File: src/rtl/sync_fifo_flagged.sv
// rtl/sync_fifo_flagged.sv - single-clock flagged FIFO with arbitrary depth and sticky error flags
module sync_fifo_flagged #(
    parameter int DATA_WIDTH = 8,
    parameter int DEPTH      = 8,
    parameter int AF_LEVEL   = 6,
    parameter int AE_LEVEL   = 2
) (
    input  logic                          clk_i,
    input  logic                          rst_i,
    input  logic                          w_inc_i,
    input  logic [DATA_WIDTH-1:0]         wr_data_i,
    input  logic                          r_inc_i,
    input  logic                          clr_err_i,
    output logic [DATA_WIDTH-1:0]         rd_data_o,
    output logic                          rd_valid_o,
    output logic                          full_o,
    output logic                          empty_o,
    output logic                          almost_full_o,
    output logic                          almost_empty_o,
    output logic [$clog2(DEPTH+1)-1:0]    count_o,
    output logic                          overflow_o,
    output logic                          underflow_o
);

    localparam int CNT_WIDTH = $clog2(DEPTH + 1);
    localparam int PTR_WIDTH = $clog2(DEPTH);

    localparam logic [PTR_WIDTH-1:0] PTR_LAST = PTR_WIDTH'(DEPTH - 1);
    localparam logic [CNT_WIDTH-1:0] CNT_FULL = CNT_WIDTH'(DEPTH);
    localparam logic [CNT_WIDTH-1:0] CNT_AF   = CNT_WIDTH'(AF_LEVEL);
    localparam logic [CNT_WIDTH-1:0] CNT_AE   = CNT_WIDTH'(AE_LEVEL);

    // Storage; deliberately not reset so it can map onto plain RAM.
    logic [DATA_WIDTH-1:0] mem_q [DEPTH];

    logic [PTR_WIDTH-1:0]  wr_ptr_q, wr_ptr_d;
    logic [PTR_WIDTH-1:0]  rd_ptr_q, rd_ptr_d;
    logic [CNT_WIDTH-1:0]  count_q, count_d;
    logic [DATA_WIDTH-1:0] rd_data_q, rd_data_d;
    logic                  rd_valid_q, rd_valid_d;
    logic                  full_q, full_d;
    logic                  empty_q, empty_d;
    logic                  af_q, af_d;
    logic                  ae_q, ae_d;
    logic                  ovf_q, ovf_d;
    logic                  unf_q, unf_d;

    logic                  wr_en;
    logic                  rd_en;

    // Accept decisions use the registered flags from the start of the cycle,
    // so a full FIFO still accepts a read and an empty one still accepts a write.
    assign wr_en = w_inc_i & ~full_q;
    assign rd_en = r_inc_i & ~empty_q;

    // Next-state pointers, count, read data and status flags.
    always_comb begin
        wr_ptr_d   = wr_ptr_q;
        rd_ptr_d   = rd_ptr_q;
        count_d    = count_q;
        rd_data_d  = rd_data_q;
        rd_valid_d = 1'b0;

        // Pointers wrap explicitly at DEPTH-1 because DEPTH need not be 2^n.
        if (wr_en) begin
            wr_ptr_d = (wr_ptr_q == PTR_LAST) ? '0 : wr_ptr_q + PTR_WIDTH'(1);
        end
        if (rd_en) begin
            rd_ptr_d   = (rd_ptr_q == PTR_LAST) ? '0 : rd_ptr_q + PTR_WIDTH'(1);
            rd_data_d  = mem_q[rd_ptr_q];
            rd_valid_d = 1'b1;
        end

        unique case ({wr_en, rd_en})
            2'b10:   count_d = count_q + CNT_WIDTH'(1);
            2'b01:   count_d = count_q - CNT_WIDTH'(1);
            default: count_d = count_q;
        endcase

        // Flags decoded from the next count so they are exact one cycle later.
        full_d  = (count_d == CNT_FULL);
        empty_d = (count_d == '0);
        af_d    = (count_d >= CNT_AF);
        ae_d    = (count_d <= CNT_AE);

        // Sticky errors: a new error in the same cycle as a clear keeps the flag set.
        ovf_d = (ovf_q & ~clr_err_i) | (w_inc_i & full_q);
        unf_d = (unf_q & ~clr_err_i) | (r_inc_i & empty_q);
    end

    // Control and status registers with synchronous reset.
    always_ff @(posedge clk_i) begin
        if (rst_i) begin
            wr_ptr_q   <= '0;
            rd_ptr_q   <= '0;
            count_q    <= '0;
            rd_data_q  <= '0;
            rd_valid_q <= 1'b0;
            full_q     <= 1'b0;
            empty_q    <= 1'b1;
            af_q       <= 1'b0;
            ae_q       <= 1'b1;
            ovf_q      <= 1'b0;
            unf_q      <= 1'b0;
        end else begin
            wr_ptr_q   <= wr_ptr_d;
            rd_ptr_q   <= rd_ptr_d;
            count_q    <= count_d;
            rd_data_q  <= rd_data_d;
            rd_valid_q <= rd_valid_d;
            full_q     <= full_d;
            empty_q    <= empty_d;
            af_q       <= af_d;
            ae_q       <= ae_d;
            ovf_q      <= ovf_d;
            unf_q      <= unf_d;
        end
    end

    // Memory write port; reset blocks writes but does not clear contents.
    always_ff @(posedge clk_i) begin
        if (!rst_i && wr_en) begin
            mem_q[wr_ptr_q] <= wr_data_i;
        end
    end

    assign rd_data_o      = rd_data_q;
    assign rd_valid_o     = rd_valid_q;
    assign full_o         = full_q;
    assign empty_o        = empty_q;
    assign almost_full_o  = af_q;
    assign almost_empty_o = ae_q;
    assign count_o        = count_q;
    assign overflow_o     = ovf_q;
    assign underflow_o    = unf_q;

endmodule
File: config.mk
export PLATFORM = sky130hd
export DESIGN_NAME = sync_fifo_flagged
export DESIGN_NICKNAME = d
export VERILOG_FILES = /design/src/rtl/sync_fifo_flagged.sv
export SDC_FILE = /design/constraint.sdc
export NUM_CORES = 1
export LEC_CHECK = 0
export ABC_AREA = 1
export CAP_MARGIN = 20
export CORE_MARGIN = 5
export CORE_UTILIZATION = 35
export CTS_CLUSTER_DIAMETER = 100
export DETAILED_ROUTE_END_ITERATION = 10
export SLEW_MARGIN = 20
export SYNTH_ARGS = -nofsm -noshare
export SYNTH_HDL_FRONTEND = slang
export SYNTH_SLANG_ARGS = --single-unit
export TNS_END_PERCENT = 5
File: constraint.sdc
create_clock -name clk_i -period 2.6 [get_ports clk_i]
set_input_delay 0.65 -clock clk_i [delete_from_list [all_inputs] [get_ports clk_i]]
set_output_delay 0.65 -clock clk_i [all_outputs]
set_load 0.01 [all_outputs]
* Yosys cells after proc, flatten, opt, wreduce, memory -nomap -nowiden
Memories as Yosys holds them, arrays and structs flattened. A register that Yosys moved wholly into a read port is not among the register bits.
Cells that the tools add are included.
** Operators by class
- Equal/unequal tests :: 5
- Bitwise operators :: 11
- $lt $le $gt $ge :: 2
- Reduce and logical (&&, ||, !) cells :: 3
- $add $sub $neg :: 4
- Mux-type cells :: 6
** Operator list (number)
- 4-bit one-hot mux with 2 select lines :: 1
- 3-bit by 1-bit adder with 3-bit output (second input constant) :: 2
- 1-bit bitwise AND :: 6
- 3-bit == test (second input constant) :: 2
- 3-bit 2-to-1 mux :: 2
- 4-bit by 1-bit adder with 4-bit output (second input constant) :: 1
- 4-bit == test (second input constant) :: 1
- 4-bit by 3-bit greater-or-equal comparator with 1-bit output (second input constant) :: 1
- 4-bit by 2-bit less-or-equal comparator with 1-bit output (second input constant) :: 1
- 4-bit logical NOT :: 1
- 4-bit by 1-bit subtractor with 4-bit output (second input constant) :: 1
- 1-bit 2-to-1 mux :: 3
- 1-bit NOT :: 3
- 2-bit by 1-bit == test with 1-bit output (second input constant) :: 1
- 2-bit == test (second input constant) :: 1
- 1-bit bitwise OR :: 2
- 1-bit logical AND :: 1
- 1-bit logical NOT :: 1
** Storage, ports and cells
- Output and inout bits :: 19
- Register bits :: 17
- Bits in writable memories :: 64
- Memories :: 1
- Input port bits :: 13
** Memory list
- mem_q :: words 8, width 8, rd ports 1, clocked after Yosys merged registers in 1, wr ports 1, line 34 : logic [DATA_WIDTH-1:0] mem_q [DEPTH];

* Depth between registers and ports, before layout
- Depth in word-level cells :: 5
- Depth in mapped cells :: 16
- Mapped depth without buffers :: 16

* Worst setup path after synthesis
No wires, ideal clock.
- Path kind :: input -> register
- From :: input port r_inc_i
- To :: register ae_q, in the netlist almost_empty_o
- Library setup time :: 123 ps
- Slack :: 474 ps
- Stages on the path :: 11
- Data arrival time :: 2003 ps
- Cell sequence :: inv_1 -> nor2_4 -> buf_2 -> buf_2 -> ha_1 -> o21ai_0 -> inv_1 -> nor2_1 -> nand2_1 -> nand2_1 -> a21oi_1
** On the way
- Longest elaborated chain between the ends :: 4
- Elaborated cells on any way between the ends :: 5
- Classes of those cells :: 1 x order compare; 2 x eq/ne; 1 x mux; 1 x bitwise
** Ends and longest elaborated chain
- start: declaration :: line 12 : input logic r_inc_i,
- 1-bit bitwise AND (*) :: line 54 : assign rd_en = r_inc_i & ~empty_q;
- 2-bit by 1-bit == test with 1-bit output or 2-bit == test (tied branches) :: line 74 : unique case ({wr_en, rd_en})
- 4-bit one-hot mux with 2 select lines (*) :: line 74
- 4-bit by 2-bit less-or-equal comparator with 1-bit output (*) :: line 84 : ae_d = (count_d <= CNT_AE);
- end signal: assignment :: line 102 : ae_q <= 1'b1;
- end signal: assignment :: line 114 : ae_q <= ae_d;
- end: declaration :: line 44 : logic ae_q, ae_d;
Mark *: on every way between the ends. The rest lies on a longest branch, timed or not.
A chain may end at the register's enable or synchronous reset.

* Worst setup path after layout
Same ends and word-level chain as after synthesis.

==> tab_implementation.tex <==
\begin{tabular}{lr}
\hline
Metric & Value \\
\hline
\multicolumn{2}{l}{\textbf{STA}} \\
\quad Fmax & 452 MHz \\
\quad Worst-case headroom to the max-slew limit & 63.8\% \\
\quad Time the worst path needs with I/O delays and setup & 2.21 ns \\
\quad Final number of setup-violating endpoints & 0 \\
\quad Final slew viol count & 0 \\
\quad Setup Skew & 0.00716 ns \\
\quad Final period utilization & 85.2\% \\
\quad Hold Vio Cnt, Final & 0 \\
\quad Slew @ Worst Pin & 0.542 ns \\
\quad Setup repair after global routing missed its margin & false \\
\multicolumn{2}{l}{\textbf{CTS}} \\
\quad CTS root buffer & sky130\_fd\_sc\_hd\_\_clkbuf\_8 \\
\quad \# hold bufs at CTS & 0 \\
\quad Clock Latency Late Sink & 0.36 ns \\
\quad CTS H-tree depth & 3 \\
\quad Max clock buf depth & 2 \\
\quad CTS tree & done \\
\quad CTS-repair resized insts & 0 \\
\quad Post-CTS Repair Setup Buffers & 0 \\
\quad Sinks on the clock net & 89 \\
\quad Total clock buffers created by CTS & 9 \\
\quad Register clock-pin slew on the reported worst setup and hold paths & 0.08 ns \\
\multicolumn{2}{l}{\textbf{Final layout}} \\
\quad Number of nets in the finished design & 397 \\
\quad Fraction of the core area covered by cells at the end of the flow & 43.0\% \\
\quad Sequential cell area & 0.00242 mm\^{}2 \\
\quad Antenna cell count & 0 \\
\quad Share of post-route cells with drive strength above 1 & 12.0\% \\
\quad Growth of design area from synthesis to finish & 21.1\% \\
\quad Commonest cells after routing, fill and taps aside & 66 x sky130\_fd\_sc\_hd\_\_nor2\_1, 64 x sky130\_fd\_sc\_hd\_\_edfxtp\_1, 37 x sky130\_fd\_sc\_hd\_\_o21ai\_0, 31 x sky130\_fd\_sc\_hd\_\_clkdlybuf4s50\_1, 30 x sky130\_fd\_sc\_hd\_\_nand2\_1 \\
\quad Filler cell count & 930 \\
\quad Area taken by multi-input logic gates & 0.00102 mm\^{}2 \\
\quad Most frequent standard cell in the layout excluding fill and tap cells & sky130\_fd\_sc\_hd\_\_nor2\_1 \\
\multicolumn{2}{l}{\textbf{Critical path}} \\
\quad Most repeated library cell on the critical path & sky130\_fd\_sc\_hd\_\_inv\_1 \\
\quad Critical path start-end classification & in2reg \\
\quad Setup slack, reg-to-reg & 0.84 ns \\
\quad Crit path depth & 14 \\
\quad Critical-path cell with the highest stage delay & sky130\_fd\_sc\_hd\_\_clkdlybuf4s50\_1 \\
\quad Sequence of cells on the critical path & clkdlybuf4s50\_1, inv\_1, nor2\_4, nand3\_1, nand2\_1, inv\_1, ha\_1, inv\_1, o21ai\_1, inv\_1, nor2\_1, nand2\_1, nand2\_1, a21oi\_1 \\
\quad Delay of the slowest critical-path stage & 0.48 ns \\
\quad Origin of the worst setup path & r\_inc\_i \\
\quad Number of buffer and inverter stages on the critical path & 5 \\
\quad Kind of start point of the critical path & input pin \\
\quad Cells on worst reg2reg path & 12 \\
\quad Critical path capture point & almost\_empty\_o \\
\quad Gate family responsible for the most delay along the worst path & buffers and inverters \\
\quad CP max FO & 4 \\
\quad Reg-to-Reg Start & empty\_o \\
\quad R2R Path End & almost\_empty\_o \\
\quad Worst Setup End Kind & flop \\
\quad Worst path required time & 2.84 ns \\
\quad Arrival time at the worst endpoint & 2.46 ns \\
\multicolumn{2}{l}{\textbf{Power}} \\
\quad Worst ir drop on vdd & 0.000282 V \\
\quad Switching part of the total & 31.5\% \\
\quad Leakage Power & 1.62 nW \\
\quad Pwr Density & 903 mW/mm\^{}2 \\
\quad Sequential group share of total power & 45.0\% \\
\quad Combinational Power Share & 28.5\% \\
\quad Clock network fraction of total power & 26.5\% \\
\quad Cell internal pwr & 0.00272 W \\
\quad Overall power consumption & 0.00397 W \\
\quad Net switching power & 0.00125 W \\
\multicolumn{2}{l}{\textbf{Floorplan}} \\
\quad Count of pins on the block boundary & 32 \\
\quad Area of the core & 0.0102 mm\^{}2 \\
\quad Die area & 0.0125 mm\^{}2 \\
\quad Vertical extent of the die & 112 um \\
\quad Die Width & 112 um \\
\quad Number of rows created at floorplan & 37 \\
\quad Starting density of the core & 35.5\% \\
\multicolumn{2}{l}{\textbf{Synth}} \\
\quad Flops \& latches, synth & 89 \\
\quad Seq/Total Area, Yosys & 66.7\% \\
\quad Post-synthesis instance total & 330 \\
\quad Mapped Avg Cell Area & 11.0 um\^{}2 \\
\quad Cell area after synthesis & 0.00363 mm\^{}2 \\
\quad Post-synthesis net count & 349 \\
\quad Synth warnings & 0 \\
\quad Library cells used by synthesis & 28 \\
\multicolumn{2}{l}{\textbf{GRT}} \\
\quad First-pass GRT wire length & 12200 um \\
\quad Aggregate global routing overflow & 0 \\
\quad Aggregate global-route resource usage & 12.4\% \\
\quad Pin count of the biggest net entering global routing & 35 \\
\quad Number of antenna violations at the first check in global routing & 0 \\
\quad Number of global-route vias before repair & 2401 \\
\multicolumn{2}{l}{\textbf{Route}} \\
\quad Via density & 4.75 \\
\quad Antenna Nets Post-Route & 0 \\
\quad DRC marker count from the first detailed-route iteration & 142 \\
\quad Post-detailed-route wirelength per cell & 14.3 um \\
\quad Vias after detailed routing & 2467 \\
\quad Pre-antenna DRT Iters & 4 \\
\quad Wirelength, routed & 7440 um \\
\quad Detailed-route DRC error count & 0 \\
\multicolumn{2}{l}{\textbf{Min path}} \\
\quad Hold Path Class & reg2reg \\
\quad Number of instances on the worst hold path & 2 \\
\multicolumn{2}{l}{\textbf{Run status}} \\
\quad Outcome & complete, no violations \\
\multicolumn{2}{l}{\textbf{Flow run}} \\
\quad Count of max-cap constraint violations & 0 \\
\multicolumn{2}{l}{\textbf{Placement}} \\
\quad Last weighted congestion value of the routability-driven placer & 0.753 \\
\quad Hpwl dp & 4930 um \\
\quad Port Buffer Count & 31 \\
\hline
\end{tabular}
## synth_stat cells (all sizes together)
cell | instances | share of area [%]
a211oi | 1 | 0.21
ha | 6 | 2.1
nand2 | 34 | 3.9
buf | 10 | 1.9
dfxtp | 25 | 14
o32ai | 8 | 1.9
a21oi | 17 | 2.3
nor2 | 68 | 7.3
o211ai | 8 | 1.7
edfxtp | 64 | 53
xnor2 | 1 | 0.24
clkbuf | 5 | 0.62
inv | 25 | 2.7
nand3 | 11 | 1.8
xor2 | 1 | 0.24
o21ai | 45 | 6.2
a22oi | 1 | 0.21
## layer usage
layer	track usage [%]	share of wire [%]	up-vias	wire, um
met5	0	0	-	0
met4	5.52	2.1	0	153
met3	2.61	2.1	14	157
met2	20.9	49	29	3680
met1	15.3	46	1182	3450
li1	-	-	1242	-
## registers in the layout, summed over array words and instances (netlist names)
name	flops
almost_empty_o	1
mem_q	64
full_o	1
almost_full_o	1
underflow_o	1
rd_valid_o	1
rd_ptr_q	3
wr_ptr_q	3
empty_o	1
rd_data_o	8
overflow_o	1
count_o	4
## worst min-delay path, stage by stage, from the launching register on
cell and delay, ns:
sky130_fd_sc_hd__dfxtp_1 0.32, sky130_fd_sc_hd__nand2_1 0.06, sky130_fd_sc_hd__a21oi_1 0.05
## power by group through the flow
stage	combinational, W	clock (W)	sequential (W)
global placement	0.00113	0	0.00182
finish	0.00113	0.00105	0.00179
detailed placement	0.00114	0	0.00182
global route	0.00128	0.00114	0.00181
floorplan	0.000675	0	0.00184
CTS	0.00114	0.00108	0.00179
## worst min path at each step
| stage | from | to | slack, ns |
|---|---|---|---|
| floorplan | overflow_o | overflow_o | 0.48 |
| global placement | underflow_o | underflow_o | 0.45 |
| detailed placement | underflow_o | underflow_o | 0.47 |
| CTS | underflow_o | underflow_o | 0.48 |
| global route | overflow_o | overflow_o | 0.51 |
| finish | underflow_o | underflow_o | 0.47 |
## through the flow
step | area [um^2] | setup TNS [ns] | hold WS [ns] | std cells | setup slack, ns
after floorplan | 3630 | 0 | 0.483 | 330 | 0.474
after global placement | 4180 | 0 | 0.451 | 503 | 0.0151
after detailed placement | 4180 | -0.196 | 0.466 | 503 | -0.109
after CTS | 4400 | 0 | 0.477 | 519 | 0.273
after global routing | 4400 | 0 | 0.509 | 519 | 0.118
final | 4400 | 0 | 0.472 | 519 | 0.385
## logic make-up after synthesis
kind of cell | share of synthesized area, %
adder cells (fa/ha/maj) | 2.07
AND/OR/NAND/NOR | 13.0
buffers and inverters | 5.14
AO/OA/AOI/OAI | 12.5
XOR/XNOR | 0.483
flip-flops | 66.7
## final cells by class
cell class / instances / area share [%]
Tap cell: 136 / 3.87
Sequential cell: 89 / 55.1
Inverter: 25 / 2.19
Timing Repair Buffer: 52 / 10.6
Clock buffer: 11 / 2.99
Clock inverter: 5 / 1.99
Multi-Input combinational cell: 201 / 23.2
Note: power is estimated with default switching activity, not from simulation.
